[config.mk]
export PLATFORM = sky130hd
export DESIGN_NAME = simframe_sched
export DESIGN_NICKNAME = d
export VERILOG_FILES = /design/src/rtl/simframe_pkg.sv /design/src/rtl/pattern_table.sv /design/src/rtl/simframe_sched.sv
export SDC_FILE = /design/constraint.sdc
export NUM_CORES = 2
export LEC_CHECK = 0
export CORE_AREA = 3 3 292 294
export CTS_BUF_LIST = sky130_fd_sc_hd__clkbuf_8 sky130_fd_sc_hd__clkbuf_16
export CTS_CLUSTER_SIZE = 24
export DETAILED_ROUTE_END_ITERATION = 12
export DIE_AREA = 0 0 295 297
export HOLD_SLACK_MARGIN = 0.05
export PLACE_DENSITY = 0.69
export SYNTH_ARGS = -nofsm -noshare
export SYNTH_HDL_FRONTEND = slang
export SYNTH_SLANG_ARGS = --single-unit
export TNS_END_PERCENT = 50
[constraint.sdc]
create_clock -name clk -period 6.1 [get_ports clk]
set_clock_uncertainty 0.2 [all_clocks]
set_input_delay 1.22 -clock clk [delete_from_list [all_inputs] [get_ports clk]]
set_output_delay 1.22 -clock clk [all_outputs]
set_load 0.005 [all_outputs]
[src/rtl/simframe_pkg.sv]
// Shared types and widths for the simulated-frame pattern scheduler.
package simframe_pkg;

    localparam int unsigned REPEAT_W = 16;
    localparam int unsigned COUNT_W  = 32;

    typedef enum logic [1:0] {
        ST_IDLE,
        ST_FETCH,
        ST_ISSUE,
        ST_DRAIN
    } sched_state_e;

endpackage

[src/rtl/pattern_table.sv]
// Pattern/repeat table: one write port, one registered read port, no reset on contents.
module pattern_table #(
    parameter  int unsigned DEPTH = 16,
    parameter  int unsigned DW    = 48,
    localparam int unsigned AW    = $clog2(DEPTH)
) (
    input  logic          clk,
    input  logic          wr_en,
    input  logic [AW-1:0] wr_addr,
    input  logic [DW-1:0] wr_data,
    input  logic          rd_en,
    input  logic [AW-1:0] rd_addr,
    output logic [DW-1:0] rd_data
);

    logic [DW-1:0] mem_q [DEPTH];
    logic [DW-1:0] rd_data_q;

    always_ff @(posedge clk) begin
        if (wr_en) begin
            mem_q[wr_addr] <= wr_data;
        end
        if (rd_en) begin
            rd_data_q <= mem_q[rd_addr];
        end
    end

    assign rd_data = rd_data_q;

endmodule

[src/rtl/simframe_sched.sv]
// Plays the pattern table into the frame generator and counts completed frames on its output.
module simframe_sched
    import simframe_pkg::*;
#(
    parameter  int unsigned PATTERN_WIDTH = 32,
    parameter  int unsigned TABLE_DEPTH   = 16,
    localparam int unsigned AW            = $clog2(TABLE_DEPTH)
) (
    input  logic                     clk,
    input  logic                     reset,
    input  logic                     CFG_WR_EN,
    input  logic [AW-1:0]            CFG_WR_ADDR,
    input  logic [PATTERN_WIDTH-1:0] CFG_WR_PATTERN,
    input  logic [15:0]              CFG_WR_REPEAT,
    input  logic [AW:0]              SEQ_LENGTH,
    input  logic [15:0]              LOOP_COUNT,
    input  logic [15:0]              ROWS_PER_FRAME,
    input  logic                     START,
    input  logic                     STOP,
    output logic                     BUSY,
    output logic                     DONE,
    output logic [31:0]              FRAMES_ISSUED,
    output logic [31:0]              FRAMES_DONE,
    output logic [PATTERN_WIDTH-1:0] AXIS_OUT_TDATA,
    output logic                     AXIS_OUT_TVALID,
    input  logic                     AXIS_OUT_TREADY,
    input  logic                     MON_TVALID,
    input  logic                     MON_TREADY,
    input  logic                     MON_TLAST
);

    localparam int unsigned EW = PATTERN_WIDTH + REPEAT_W;

    sched_state_e               state_q, state_d;
    logic [AW-1:0]              idx_q, idx_d;
    logic [AW:0]                seq_len_q, seq_len_d;
    logic [REPEAT_W-1:0]        pass_q, pass_d;
    logic [REPEAT_W-1:0]        loop_q, loop_d;
    logic [REPEAT_W-1:0]        rep_q, rep_d;
    logic [15:0]                row_q, row_d;
    logic [15:0]                rpf_q, rpf_d;
    logic [COUNT_W-1:0]         issued_q, issued_d;
    logic [COUNT_W-1:0]         fdone_q, fdone_d;
    logic [PATTERN_WIDTH-1:0]   data_q, data_d;
    logic                       stop_q, stop_d;
    logic                       done_q, done_d;

    logic                       tbl_wr_en;
    logic                       tbl_rd_en;
    logic [EW-1:0]              tbl_rd_data;
    logic [REPEAT_W-1:0]        tbl_rep;

    assign tbl_wr_en = CFG_WR_EN && (state_q == ST_IDLE);
    // Read is addressed with the next index so the entry is ready during FETCH.
    assign tbl_rd_en = (state_d == ST_FETCH);
    assign tbl_rep   = tbl_rd_data[EW-1 -: REPEAT_W];

    pattern_table #(
        .DEPTH (TABLE_DEPTH),
        .DW    (EW)
    ) u_table (
        .clk     (clk),
        .wr_en   (tbl_wr_en),
        .wr_addr (CFG_WR_ADDR),
        .wr_data ({CFG_WR_REPEAT, CFG_WR_PATTERN}),
        .rd_en   (tbl_rd_en),
        .rd_addr (idx_d),
        .rd_data (tbl_rd_data)
    );

    always_comb begin
        logic        mon_beat;
        logic        stop_pend;
        logic        last_pass;
        logic [15:0] rpf_last;
        logic [AW:0] seq_last;

        state_d   = state_q;
        idx_d     = idx_q;
        seq_len_d = seq_len_q;
        pass_d    = pass_q;
        loop_d    = loop_q;
        rep_d     = rep_q;
        row_d     = row_q;
        rpf_d     = rpf_q;
        issued_d  = issued_q;
        fdone_d   = fdone_q;
        data_d    = data_q;
        stop_d    = stop_q;
        done_d    = 1'b0;

        mon_beat  = MON_TVALID && MON_TREADY && MON_TLAST;
        stop_pend = stop_q || STOP;
        last_pass = (loop_q != '0) && (pass_q == loop_q - 16'd1);
        rpf_last  = (rpf_q == '0) ? '0 : rpf_q - 16'd1;
        seq_last  = seq_len_q - (AW+1)'(1);

        if (state_q != ST_IDLE) begin
            if (STOP) begin
                stop_d = 1'b1;
            end
            if (mon_beat) begin
                if (row_q == rpf_last) begin
                    row_d   = '0;
                    fdone_d = fdone_q + 32'd1;
                end else begin
                    row_d = row_q + 16'd1;
                end
            end
        end

        case (state_q)
            ST_IDLE: begin
                if (START && (SEQ_LENGTH != '0)) begin
                    seq_len_d = SEQ_LENGTH;
                    loop_d    = LOOP_COUNT;
                    rpf_d     = ROWS_PER_FRAME;
                    idx_d     = '0;
                    pass_d    = '0;
                    row_d     = '0;
                    issued_d  = '0;
                    fdone_d   = '0;
                    stop_d    = 1'b0;
                    state_d   = ST_FETCH;
                end
            end
            ST_FETCH: begin
                data_d  = tbl_rd_data[PATTERN_WIDTH-1:0];
                rep_d   = (tbl_rep == '0) ? '0 : tbl_rep - 16'd1;
                state_d = stop_pend ? ST_DRAIN : ST_ISSUE;
            end
            ST_ISSUE: begin
                if (AXIS_OUT_TREADY) begin
                    issued_d = issued_q + 32'd1;
                    if (stop_pend) begin
                        state_d = ST_DRAIN;
                    end else if (rep_q != '0) begin
                        rep_d = rep_q - 16'd1;
                    end else if ({1'b0, idx_q} < seq_last) begin
                        idx_d   = idx_q + AW'(1);
                        state_d = ST_FETCH;
                    end else if (last_pass) begin
                        state_d = ST_DRAIN;
                    end else begin
                        idx_d   = '0;
                        pass_d  = pass_q + 16'd1;
                        state_d = ST_FETCH;
                    end
                end
            end
            ST_DRAIN: begin
                if (fdone_q == issued_q) begin
                    done_d  = 1'b1;
                    stop_d  = 1'b0;
                    state_d = ST_IDLE;
                end
            end
            default: state_d = ST_IDLE;
        endcase
    end

    always_ff @(posedge clk) begin
        if (reset) begin
            state_q   <= ST_IDLE;
            idx_q     <= '0;
            seq_len_q <= '0;
            pass_q    <= '0;
            loop_q    <= '0;
            rep_q     <= '0;
            row_q     <= '0;
            rpf_q     <= '0;
            issued_q  <= '0;
            fdone_q   <= '0;
            data_q    <= '0;
            stop_q    <= 1'b0;
            done_q    <= 1'b0;
        end else begin
            state_q   <= state_d;
            idx_q     <= idx_d;
            seq_len_q <= seq_len_d;
            pass_q    <= pass_d;
            loop_q    <= loop_d;
            rep_q     <= rep_d;
            row_q     <= row_d;
            rpf_q     <= rpf_d;
            issued_q  <= issued_d;
            fdone_q   <= fdone_d;
            data_q    <= data_d;
            stop_q    <= stop_d;
            done_q    <= done_d;
        end
    end

    assign BUSY            = (state_q != ST_IDLE);
    assign DONE            = done_q;
    assign FRAMES_ISSUED   = issued_q;
    assign FRAMES_DONE     = fdone_q;
    assign AXIS_OUT_TDATA  = data_q;
    assign AXIS_OUT_TVALID = (state_q == ST_ISSUE);

endmodule

==> flow_results.xml <==
<?xml version="1.0" encoding="UTF-8"?>
<metrics>
  <group name="sta">
    <metric name="worst_path_setup_slack_after_routing" unit="ns">0.689</metric>
    <metric name="grt_setup_unrepaired" unit="">false</metric>
    <metric name="final-setup-viol-count" unit="">0</metric>
    <metric name="setup_total_negative_slack" unit="ns">0</metric>
    <metric name="relSlewSlack" unit="%">23.5</metric>
    <metric name="tightestPinTransition" unit="ns">1.15</metric>
    <metric name="hold_violations" unit="">0</metric>
    <metric name="slew_violations" unit="">0</metric>
    <metric name="max_clock_freq" unit="MHz">185</metric>
    <metric name="final_min_period_over_clock_period" unit="%">88.7</metric>
    <metric name="post-route-min-period" unit="ns">5.41</metric>
  </group>
  <group name="grt">
    <metric name="grt.total_usage" unit="%">23.6</metric>
    <metric name="initial_antenna_violation_count" unit="">11</metric>
    <metric name="grt_pass1_vias" unit="">26500</metric>
    <metric name="grt_max_degree" unit="">101</metric>
    <metric name="global_route.overflow_total" unit="">0</metric>
    <metric name="grt_pass1_wl" unit="um">159000</metric>
  </group>
  <group name="critical_path">
    <metric name="cp_cell_sequence" unit="">inv_1 &gt; ha_1 &gt; or3b_2 &gt; nor3_1 &gt; xnor2_1 &gt; o211ai_1 &gt; or4b_2 &gt; o311ai_0 &gt; a32oi_1 &gt; nand2b_2 &gt; buf_4 &gt; nor4_1 &gt; nor3_1</metric>
    <metric name="cp_data_arrival_time" unit="ns">5.62</metric>
    <metric name="timing_worst_setup_path_type" unit="">reg2reg</metric>
    <metric name="worstSetupStartpointType" unit="">flip-flop</metric>
    <metric name="timing.critical_path.mode_cell" unit="">nor3_1</metric>
    <metric name="worst_path_max_delay_cell" unit="">nand2b_2</metric>
    <metric name="worst_path_largest_cell_delay" unit="ns">0.77</metric>
    <metric name="critical_path.max_fanout" unit="">22</metric>
    <metric name="required" unit="ns">6.31</metric>
    <metric name="endpoint_kind" unit="">flip-flop</metric>
  </group>
  <group name="clocking">
    <metric name="postCtsHoldBufs" unit="">0</metric>
    <metric name="cts_buffers" unit="">100</metric>
    <metric name="tritoncts_clock_tree" unit="">built</metric>
    <metric name="clock_tree_buf_depth" unit="">3</metric>
    <metric name="clock_insertion_delay_worst_skew" unit="ns">0.67</metric>
    <metric name="cts_htree_levels" unit="">3</metric>
    <metric name="tritoncts_num_sinks" unit="">1005</metric>
    <metric name="post_cts_setup_repair_bufs" unit="">0</metric>
    <metric name="clk_root_buffer_cell" unit="">clkbuf_16</metric>
    <metric name="cts_resized" unit="">0</metric>
    <metric name="path_clk_slew" unit="ns">0.06</metric>
  </group>
  <group name="routing">
    <metric name="detailedRoute.firstIterationViolations" unit="">2243</metric>
    <metric name="drc_errors" unit="">0</metric>
    <metric name="dr_total_vias" unit="">26900</metric>
    <metric name="detail_route.wirelength" unit="um">106000</metric>
    <metric name="detail_route.wl_per_cell" unit="um">23.6</metric>
    <metric name="postRouteAntennaNets" unit="">0</metric>
    <metric name="vias_per_cell" unit="">6.01</metric>
    <metric name="firstDrtPassIters" unit="">6</metric>
  </group>
  <group name="placed_design">
    <metric name="pre_cts_slack" unit="ns">0.467</metric>
    <metric name="dp_hpwl" unit="um">59600</metric>
    <metric name="finalWeightedCongestion" unit="">0.865</metric>
    <metric name="buffer_ports.inserted" unit="">196</metric>
  </group>
  <group name="logic_synthesis">
    <metric name="synth_top_cells_by_count" unit="">edfxtp_1, mux2i_1, nand2_1</metric>
    <metric name="ys_seq_elements" unit="">1005</metric>
    <metric name="post_synth_main_area_contributors" unit="">edfxtp_1, mux2i_1, dfxtp_1</metric>
    <metric name="post_synth_instance_area" unit="um^2">42000</metric>
    <metric name="synth_edf_count" unit="">816</metric>
    <metric name="synthMostInstantiatedCell" unit="">edfxtp_1</metric>
    <metric name="sequential_cell_area_fraction_in_the_yosys_report" unit="%">67.3</metric>
    <metric name="syn_area_per_cell" unit="um^2">13.4</metric>
    <metric name="yosys.area.top_type" unit="">edfxtp_1</metric>
    <metric name="yosys.cell_types.count" unit="">76</metric>
    <metric name="yosys_warnings" unit="">0</metric>
    <metric name="async_sr_flop_fraction" unit="%">0</metric>
    <metric name="synth_top_cell_area_share" unit="%">58.3</metric>
    <metric name="synth_nets" unit="">3246</metric>
    <metric name="postSynth.topFlopCell" unit="">edfxtp_1</metric>
    <metric name="synth_cells" unit="">3130</metric>
  </group>
  <group name="pwr">
    <metric name="vdd_drop_max" unit="mV">0.282</metric>
    <metric name="power-per-cell-area" unit="nW/um^2">316</metric>
    <metric name="p_leak" unit="nW">17.0</metric>
  </group>
  <group name="job">
    <metric name="maxCapViolCount" unit="">0</metric>
  </group>
  <group name="floorplan">
    <metric name="die_y" unit="um">297</metric>
    <metric name="placeableCoreArea" unit="um^2">83200</metric>
    <metric name="ioPinCount" unit="">197</metric>
    <metric name="initial_utilization" unit="%">50.6</metric>
    <metric name="fp.dieW" unit="um">295</metric>
    <metric name="design.die.area" unit="um^2">87600</metric>
    <metric name="row_count" unit="">106</metric>
  </group>
  <group name="run_status">
    <metric name="status" unit="">finished, final reports clean</metric>
  </group>
  <group name="final_layout">
    <metric name="area_growth_syn_to_layout" unit="%">16.0</metric>
    <metric name="footprint_of_the_flip_flops_and_latches" unit="um^2">28300</metric>
    <metric name="fin_util" unit="%">58.7</metric>
    <metric name="multiInputGateArea" unit="um^2">13100</metric>
    <metric name="fin_nets" unit="">3417</metric>
    <metric name="final_layout_size_suffix_gt1_share" unit="%">7.68</metric>
    <metric name="nFillCells" unit="">6286</metric>
  </group>
  <group name="min_path">
    <metric name="hold_path.class" unit="">reg2reg</metric>
  </group>
</metrics>
==> logic make-up after synthesis <==
kind of cell | Yosys count | synth area share, %
simple gates | 972 | 11.4
mux | 426 | 10.2
fa+ha+maj | 18 | 0.536
compound gates | 366 | 5.96
flops | 1005 | 67.3
xor+xnor | 126 | 2.69
buf+inv | 217 | 1.98
==> state kept, by name (all words and copies together) (netlist names) <==
name             cells
FRAMES_DONE         32
row_q               16
DONE                 1
FRAMES_ISSUED       32
loop_q              16
u_table.mem_q      768
rep_q               16
pass_q              16
state_q              2
seq_len_q            5
rpf_q               16
idx_q                4
AXIS_OUT_TDATA      32
stop_q               1
u_table.rd_data     48
==> path summary, 6_finish.rpt <==
path | from | end | slack (ns) | depth (start not counted)
min reg2reg | seq_len_q[4]$_SDFFE_PP0P_ | seq_len_q[4]$_SDFFE_PP0P_ | 0.29 | 2
max | loop_q[0]$_SDFFE_PP0P_ | u_table.rd_data[36]$_DFFE_PN_ | 0.69 | 13
min | seq_len_q[4]$_SDFFE_PP0P_ | seq_len_q[4]$_SDFFE_PP0P_ | 0.29 | 2
max reg2reg | loop_q[0]$_SDFFE_PP0P_ | u_table.rd_data[36]$_DFFE_PN_ | 0.69 | 13
==> layout make-up <==
class	count	area share (%)
Sequential cell	1005	58.0
Multi-Input combinational cell	1908	26.9
Clock buffer	112	5.49
Timing Repair Buffer	253	5.30
Tap cell	1080	2.77
Clock inverter	75	1.30
Inverter	33	0.254
Antenna cell	5	0.0256
==> through the flow <==
stage / power, mW / cell area (um^2) / instances / hold slack [ns]
after floorplan: 8.84 / 42000 / 3130 / 0.248
after global placement: 9.42 / 45500 / 4279 / 0.264
after detailed placement: 9.47 / 45500 / 4279 / 0.274
after CTS: 15.5 / 48800 / 4466 / 0.283
after global routing: 16.0 / 48800 / 4468 / 0.315
final: 15.4 / 48800 / 4471 / 0.287
==> worst max-delay path, delay by kind of cell (launching register included) <==
kind | cells | cell delay, ns
XOR/XNOR | 1 | 0.15
buffers and inverters | 2 | 0.50
AND/OR/NAND/NOR | 6 | 2.78
adder cells (fa/ha/maj) | 1 | 0.26
flip-flops | 1 | 0.35
AO/OA/AOI/OAI | 3 | 0.90
==> layout by cell type, fill, tap and decap left out, types with 62 or more instances in the layout <==
cell type and count:
edfxtp_1 816, mux2i_1 413, nand2_1 338, clkdlybuf4s50_1 195
dfxtp_1 189, nor2_1 143, and3_1 119, clkbuf_16 101
a21oi_1 97, nor3_1 89, xnor2_1 86, nor4_1 63
inv_1 62
==> power by group <==
group          switching [mW]  internal (mW)  total [mW]
registers               0.208           7.72        7.93
clock network            2.60           3.49        6.09
logic                   0.892          0.521        1.41
total                    3.70           11.7        15.4
==> metal layers <==
metal | up-vias | wire (um) | global-route usage (%)
met4 | 14 | 2980 | 7.93
met3 | 219 | 8190 | 4.08
met2 | 1081 | 50700 | 38.9
met5 | - | 90 | 0
li1 | 12200 | - | -
met1 | 13400 | 43700 | 32.0
Power figures use the tool's default switching activity.
